File: config.mk
export PLATFORM = sky130hd
export DESIGN_NAME = register_bank
export DESIGN_NICKNAME = d
export VERILOG_FILES = /design/src/rtl/regbank_pkg.sv /design/src/rtl/reg_cell.sv /design/src/rtl/register_bank.sv
export SDC_FILE = /design/constraint.sdc
export NUM_CORES = 2
export LEC_CHECK = 0
export BUFFER_PORTS_ARGS = -buffer_cell sky130_fd_sc_hd__buf_4
export CELL_PAD_IN_SITES_DETAIL_PLACEMENT = 0
export CELL_PAD_IN_SITES_GLOBAL_PLACEMENT = 1
export CORE_UTILIZATION = 25
export CTS_CLUSTER_SIZE = 24
export DETAILED_ROUTE_END_ITERATION = 10
export GPL_ROUTABILITY_DRIVEN = 0
export PLACE_DENSITY = 0.52
export SYNTH_ARGS = -nofsm -noshare
export SYNTH_HDL_FRONTEND = slang
export SYNTH_SLANG_ARGS = --single-unit
File: constraint.sdc
create_clock -name clk -period 2 [get_ports clk]
set_clock_uncertainty 0.2 [all_clocks]
set_input_delay 0 -clock clk [delete_from_list [all_inputs] [get_ports clk]]
set_output_delay 0 -clock clk [all_outputs]
set_load 0.01 [all_outputs]
File: src/rtl/regbank_pkg.sv
// Shared constants, address helper and address type for the register bank.
package regbank_pkg;

  localparam int DEFAULT_W     = 32;
  localparam int DEFAULT_DEPTH = 32;

  // Smallest r with 2**r >= n; sizes the address bus for any entry count.
  function automatic int clog2(input int n);
    int r;
    r = 0;
    for (int i = 0; i < 31; i++) begin
      if ((1 << i) < n) r = i + 1;
    end
    return r;
  endfunction

  localparam int DEFAULT_AW = clog2(DEFAULT_DEPTH);

  typedef logic [DEFAULT_AW-1:0] addr_t;

endpackage

File: src/rtl/reg_cell.sv
// Single W-bit storage register with synchronous reset and load enable.
module reg_cell #(
  parameter int             W         = 32,
  parameter logic [W-1:0]   RST_VALUE = '0
) (
  input  logic         clk,
  input  logic         rst,
  input  logic         en,
  input  logic [W-1:0] d,
  output logic [W-1:0] q
);

  logic [W-1:0] q_q, q_d;

  // Next value: load when enabled, otherwise hold.
  always_comb begin
    q_d = q_q;
    if (en) q_d = d;
  end

  // Storage flop; reset wins over any load.
  always_ff @(posedge clk) begin
    if (rst) q_q <= RST_VALUE;
    else     q_q <= q_d;
  end

  assign q = q_q;

endmodule

File: src/rtl/register_bank.sv
// Addressable register bank: one write port, two combinational read ports,
// optional write-first bypass, optional hardwired-zero entry 0 and a per-entry
// busy scoreboard for read-after-write hazard detection.
module register_bank
  import regbank_pkg::*;
#(
  parameter int           W         = DEFAULT_W,
  parameter int           DEPTH     = DEFAULT_DEPTH,
  parameter int           AW        = clog2(DEPTH),
  parameter logic [W-1:0] RST_VALUE = '0,
  parameter bit           ZERO_REG  = 1'b1,
  parameter bit           BYPASS    = 1'b1
) (
  input  logic          clk,
  input  logic          rst,
  input  logic          we,
  input  logic [AW-1:0] wa,
  input  logic [W-1:0]  wd,
  input  logic [AW-1:0] ra1,
  output logic [W-1:0]  rd1,
  input  logic [AW-1:0] ra2,
  output logic [W-1:0]  rd2,
  input  logic          set_busy,
  input  logic [AW-1:0] busy_addr,
  output logic          busy1,
  output logic          busy2
);

  // One extra bit so DEPTH itself is representable when DEPTH == 2**AW.
  localparam logic [AW:0] DEPTH_L = (AW+1)'(DEPTH);

  logic               we_ok;
  logic               set_ok;
  logic [DEPTH-1:0]   we_dec;
  logic [DEPTH-1:0]   set_dec;
  logic [DEPTH-1:0]   busy_q, busy_d;
  logic [W-1:0]       entry_q [DEPTH];

  // An address is writable when it is in range and not the hardwired zero.
  always_comb begin
    we_ok  = we && ({1'b0, wa} < DEPTH_L) && !(ZERO_REG && (wa == '0));
    set_ok = set_busy && ({1'b0, busy_addr} < DEPTH_L)
             && !(ZERO_REG && (busy_addr == '0));
  end

  // One-hot write and busy-set decode.
  always_comb begin
    we_dec  = '0;
    set_dec = '0;
    for (int i = 0; i < DEPTH; i++) begin
      we_dec[i]  = we_ok  && (wa == AW'(i));
      set_dec[i] = set_ok && (busy_addr == AW'(i));
    end
  end

  genvar gi;
  generate
    for (gi = 0; gi < DEPTH; gi++) begin : g_entry
      if (ZERO_REG && (gi == 0)) begin : g_zero
        assign entry_q[gi] = '0;
      end else begin : g_cell
        reg_cell #(
          .W         (W),
          .RST_VALUE (RST_VALUE)
        ) u_cell (
          .clk (clk),
          .rst (rst),
          .en  (we_dec[gi]),
          .d   (wd),
          .q   (entry_q[gi])
        );
      end
    end
  endgenerate

  // Busy next state: a write retires the producer, a new set overrides it.
  always_comb begin
    busy_d = (busy_q & ~we_dec) | set_dec;
  end

  // Busy scoreboard flops; reset drops every pending producer.
  always_ff @(posedge clk) begin
    if (rst) busy_q <= '0;
    else     busy_q <= busy_d;
  end

  // Read port 1: stored value (0 when out of range), then write-first bypass.
  always_comb begin
    rd1   = '0;
    busy1 = 1'b0;
    for (int i = 0; i < DEPTH; i++) begin
      if (ra1 == AW'(i)) begin
        rd1   = entry_q[i];
        busy1 = busy_q[i];
      end
    end
    if (BYPASS && we_ok && (wa == ra1)) begin
      rd1   = wd;
      busy1 = 1'b0;
    end
  end

  // Read port 2: identical path to port 1.
  always_comb begin
    rd2   = '0;
    busy2 = 1'b0;
    for (int i = 0; i < DEPTH; i++) begin
      if (ra2 == AW'(i)) begin
        rd2   = entry_q[i];
        busy2 = busy_q[i];
      end
    end
    if (BYPASS && we_ok && (wa == ra2)) begin
      rd2   = wd;
      busy2 = 1'b0;
    end
  end

endmodule

**Word level (Yosys, flattened, before mapping)**

Index checks and enable logic that the tools add are counted.

- Equal/unequal tests: 126
- Muxes and demuxes: 130
- Bitwise operators: 3
- Reductions and logical operators: 74

Operator list:

| cell | number |
|---|---|
| two-way mux 32 bit | 64 |
| == test 5 bit, second input constant | 64 |
| == test 5 x 4 -> 1 bit, second input constant | 32 |
| == test 5 x 3 -> 1 bit, second input constant | 16 |
| logical AND 1 bit | 68 |
| two-way mux 1 bit | 66 |
| == test 5 x 2 -> 1 bit, second input constant | 8 |
| AND 32 bit | 1 |
| inverter 32 bit | 1 |
| OR 32 bit | 1 |
| == test 5 x 1 -> 1 bit, second input constant | 4 |
| logical NOT 5 bit | 4 |
| == test 5 bit | 2 |
| logical NOT 1 bit | 2 |

- Flip-flop bits (word level): 1024
- Output and inout bits: 66
- Logic and storage cells: 365

**Longest topological paths before layout**

- Depth after elaboration: 34
- Gate-level depth with buffers: 12
- Mapped depth without buffers: 7

**Hierarchy**

A second synthesis with hierarchy kept.

- Cells, all modules: 6800
- Area total of the unflattened synthesis: 58876.5 µm²

By module, submodules not included:

| module | instances | cells an instance | area each (µm²) | seq. area each (µm²) |
|---|---|---|---|---|
| reg_cell | 31 | 103 | 1163.6 | 640.6 |
| register_bank | 1 | 3607 | 22804.4 | 640.6 |

**Least setup slack after synthesis**

No wires, ideal clock.

- Kind: input to output
- From: input ra2[2]
- To: output rd2[23]
- Data arrival time: 1.839 ns
- Required time: 1.800 ns
- Slack: -0.039 ns
- Cell stages on the path: 10
- Cells stage by stage: buf_2 -> or3_1 -> clkbuf_1 -> nor2_4 -> buf_2 -> a22oi_1 -> a31o_1 -> a31oi_1 -> o22ai_1 -> a211oi_1

- Word-level cells in the longest chain between the ends: 33
- Elaborated cells on any way between the ends: 65

RTL lines:

| element | line | text |
|---|---|---|
| from (decl) | register_bank.sv:21 | `input logic [AW-1:0] ra2,` |
| == test 5 x 1 -> 1 bit | register_bank.sv:108 | `if (ra2 == AW'(i)) begin` |
| two-way mux 32 bit (31 in a row) | register_bank.sv:108 |  |
| two-way mux 32 bit (*) | register_bank.sv:113 | `if (BYPASS && we_ok && (wa == ra2)) begin` |
| to (decl) | register_bank.sv:22 | `output logic [W-1:0] rd2,` |

Mark *: on every way between the ends. The rest lies on a longest branch, timed or not.

**Worst setup path after layout**

- From: input ra2[1]
- To: output rd2[25]

Same word-level chain as after synthesis.

==> impl_summary.txt <==
----------------------------------------------------
[Place]
  Cell count after placement ... around 12,000
  Post-DP HPWL ... 315.3 mm
  Total of buffers placed on input and output ports ... 121
  Cell area reported after detailed placement ... 0.07188 mm2

[Synthesis]
  Sequential-to-total area share from yosys stat ... 0.3771
  Net count after synthesis ... ~7,700
  Count leader, synth ... nand2_1
  Post-synthesis cell type with the largest combined area ... dfxtp_1
  Synth Area per Inst ... 7.141 um2
  Post-synth cell types ... 103
  Most common flop cell mapped by yosys ... dfxtp_1
  Share of the synthesized area in the top cell type ... 0.3771
  Cells taking the most area after synthesis ... dfxtp_1 38%, nand2_1 16%, a21oi_1 12%
  Count of mapped cells out of synthesis ... 7,612
  List of most frequent post-synthesis cells ... 2,272 x nand2_1, 1,291 x a21oi_1, 1,024 x dfxtp_1, 519 x clkbuf_1, 328 x nor2_1
  Share of synthesized registers carrying an async set or reset ... 0
  Cell area after technology mapping ... 0.05436 mm2
  Flip-flop and latch count after synthesis ... 1,024
  Post-synth EDFFs ... 0
  Number of warnings reported in the yosys synthesis log ... 0

[Timing]
  Unrepaired setup endpoints after global routing ... true
  Setup TNS ... -69.95 ns
  Final critical delay including setup and external delays ... 3.468 ns
  Hold Vio Cnt, Final ... 4
  Final setup violation count ... 104
  Post-route worst hold slack ... -0.02271 ns
  Peak Freq ... approximately 290 MHz
  Transition time of the tightest slew-check pin ... about 1.3 ns
  Number of slew-limit violations in the final report ... 0
  Relative slew margins ... 0.1312
  Final setup slack of the worst path ... -1.468 ns
  Post-route fraction of the period consumed by the critical path ... 1.734

[Global route]
  Maximum number of pins on one net before global-route repair ... 85
  Number of antenna violations at the first check in global routing ... 27
  Global-route wire length before repair ... 569.7 mm
  Remaining Overflow, GRT ... 0
  Vias in the first global route ... between 60,000 and 70,000
  GRT Overall Usage ... 0.3739

[Route]
  Highest routed metal layer ... met5
  Vias/cell ... 5.965
  Sum of routed wire length over all layers ... 424.1 mm
  WL met3 ... between 50 and 60 mm
  Met2 WL post-DR ... 176.8 mm
  Number of design-rule violations left by the first detailed-router iteration ... 10,840
  Iteration count of the initial detailed-routing pass ... 9
  Remaining DRCs ... 0
  Antenna Violating Nets Remaining ... 0
  Routed vias ... 71,390
  Wire per inst ... 35.43 um
  Sum of routed wire segments on met1 ... 161.5 mm

[Layout]
  Non-Filler Instances ... 11,970
  Fin util ... 0.3793
  Signed area change from the synthesized netlist to the final layout ... 50.20%
  Fillcell total ... 22,550
  Number of nets in the layout ... 9,062
  Share of cells above drive strength 1 ... 0.3203
  Summed area of non-filler cells in the final layout ... between 0.08 and 0.09 mm2

[Run status]
  Run status ... finished, violations left
  Violations in the final reports ... negative hold slack, negative setup slack

[Worst setup path]
  Critical path type ... input pin to output port
  Worst-path fanout max ... 6
  Kind of launch point of the worst setup path ... input pin
  Data arrival at the endpoint of the critical path ... between 3 and 4 ns
  Most common cell on crit path ... buf_4
  Buffer and inverter count on the worst path ... 8
  Cell with the largest stage delay on the worst path ... nor2_2
  Peak per-stage delay on the critical path ... 0.45 ns
  Endpoint required time on the critical path ... 1.80 ns
  Series of cell instances along the critical path ... clkbuf_8 -> buf_4 -> nor3b_4 -> buf_12 -> buf_4 -> a21oi_1 -> nor2_2 -> a21oi_1 -> buf_4 -> o211ai_1 -> buf_4 -> nand4_1 -> a31oi_4 -> buf_6 -> buf_6
  Largest delay contributor family on the critical path ... buffers and inverters
  Worst Setup End Kind ... output port

[Floorplanning]
  Initial cell density of the core ... 0.2525
  Site row count ... 170
  Die Area ... approximately 0.22 mm2
  Std-Cell Core Area ... 0.2153 mm2
  Die Y ... 468.3 um
  Number of primary I/O pins ... 122
  Width of the chip ... 468.3 um

[Clock network]
  Sinks on the clock net ... approximately 1,000
  Worst-path clk slew ... around 0.05 ns
  Number of CTS-inserted buffers ... 135
  Clock insertion delay at the later pin of the skew report ... 0.82 ns
  Clk Tree Root Cell ... clkbuf_16
  TritonCTS clock tree ... done
  CTS H-tree depth ... 4
  Number of buffers on the longest clock path ... 3

[Pwr]
  LEAKAGE ... 30.27 nW
  Sum of internal, switching and leakage power ... 56.55 mW
  Pwr Density ... 692.6 mW/mm2
  Maximum vdd ir drop ... 0.8875 mV

[Job]
  MaxCap Viol Count ... 0

[Hold path]
  Hold crit path type ... input pin to flop

----------------------------------------------------
## cells by family (layout without fill, tap and decap cells)
family / Yosys count / after routing / synth area share
flops: 1024 / 1024 / 0.3771
other cells: 0 / 18 / 0
xor+xnor: 11 / 11 / 0.001772
mux: 156 / 156 / 0.03531
simple gates: 3064 / 3064 / 0.2354
compound gates: 2592 / 2592 / 0.2895
buf+inv: 765 / 2265 / 0.06088
## layer usage
| metal | vias up | global-route usage |
|---|---|---|
| li1 | 29730 | - |
| met1 | 34850 | 0.4675 |
| met2 | 5394 | 0.5537 |
| met3 | 1394 | 0.1117 |
| met4 | 20 | 0.2454 |
| met5 | - | 0 |
## placed cells by master, fill, tap and decap left out, types with 25 or more instances in the layout
master and n:
a211oi_1 26, a21oi_1 1221, a21oi_2 37, a21oi_4 35
a221oi_1 49, a222oi_1 29, a22o_1 28, a22oi_1 188
and3_1 25, buf_12 192, buf_4 1582, buf_6 133
clkbuf_1 29, clkbuf_16 138, clkbuf_8 40, dfxtp_1 875
dfxtp_2 110, dfxtp_4 39, dlygate4sd3_1 85, mux2_2 35
mux2i_1 82, nand2_1 2258, nand3_1 72, nor2_1 275
nor2_2 33, nor2_4 42, nor3_1 52, o211ai_1 32
o21ai_0 240, o21ai_1 33, o21ai_2 27, o221ai_1 44
o22ai_1 208
## cell type report
type                            instances  area [um2]  share of cell area
Multi-Input combinational cell       5823       34390              0.4212
Sequential cell                      1024       20780              0.2546
Timing Repair Buffer                 2001       18230              0.2233
Clock buffer                          203        4035             0.04942
Tap cell                             2838        3551             0.04349
Clock inverter                         40       525.5            0.006437
Inverter                               21       81.33           0.0009961
Antenna cell                           18       45.04           0.0005517
## per-stage QoR
step	setup WS (ns)	hold WS [ns]
after floorplan	0.001242	-0.06403
after global placement	-1.843	0.1160
after detailed placement	-1.799	0.1241
after CTS	-1.327	0.0007683
after global routing	-1.400	-0.01102
final	-1.468	-0.02271
## flip-flops by register name, summed over array words and instances (netlist names)
name                     flops
busy_q                      32
g_entry.g_cell.u_cell.q    992
## where the power goes
part	total [mW]	switching, mW	internal (mW)
clock	25.7	10.8	14.9
combinational	10.1	6.51	3.62
sequential	20.7	0.166	20.5
total	56.5	17.5	39.0
## final timing paths
| check | slack (ns) | endpoint | start | cells after the start |
|---|---|---|---|---|
| max | -1.47 | rd2[25] | ra2[1] | 15 |
| min | -0.02 | g_entry[1].g_cell.u_cell.q[10] | wa[2] | 7 |
| max reg2reg | 0.37 | busy_q[4] | busy_q[4] | 4 |
| min reg2reg | 0.26 | g_entry[21].g_cell.u_cell.q[1] | g_entry[21].g_cell.u_cell.q[1] | 2 |
## repair_timing
action / in CTS / in global routing
setup endpoints to repair: 66 / 173
buffers inserted: 25 / 11
gates cloned: 1 / 0
pin swaps: 305 / 195
hold buffers: 88 / 2
gates resized for setup: 814 / 214
hold endpoints to repair: 1024 / 223
## worst min-delay path: stages
cell,delay (ns)
buf_4,0.10
buf_4,0.17
buf_4,0.24
nor4_4,0.09
buf_12,0.16
nand2_1,0.09
a21oi_1,0.05
Power figures use the tool's default switching activity.
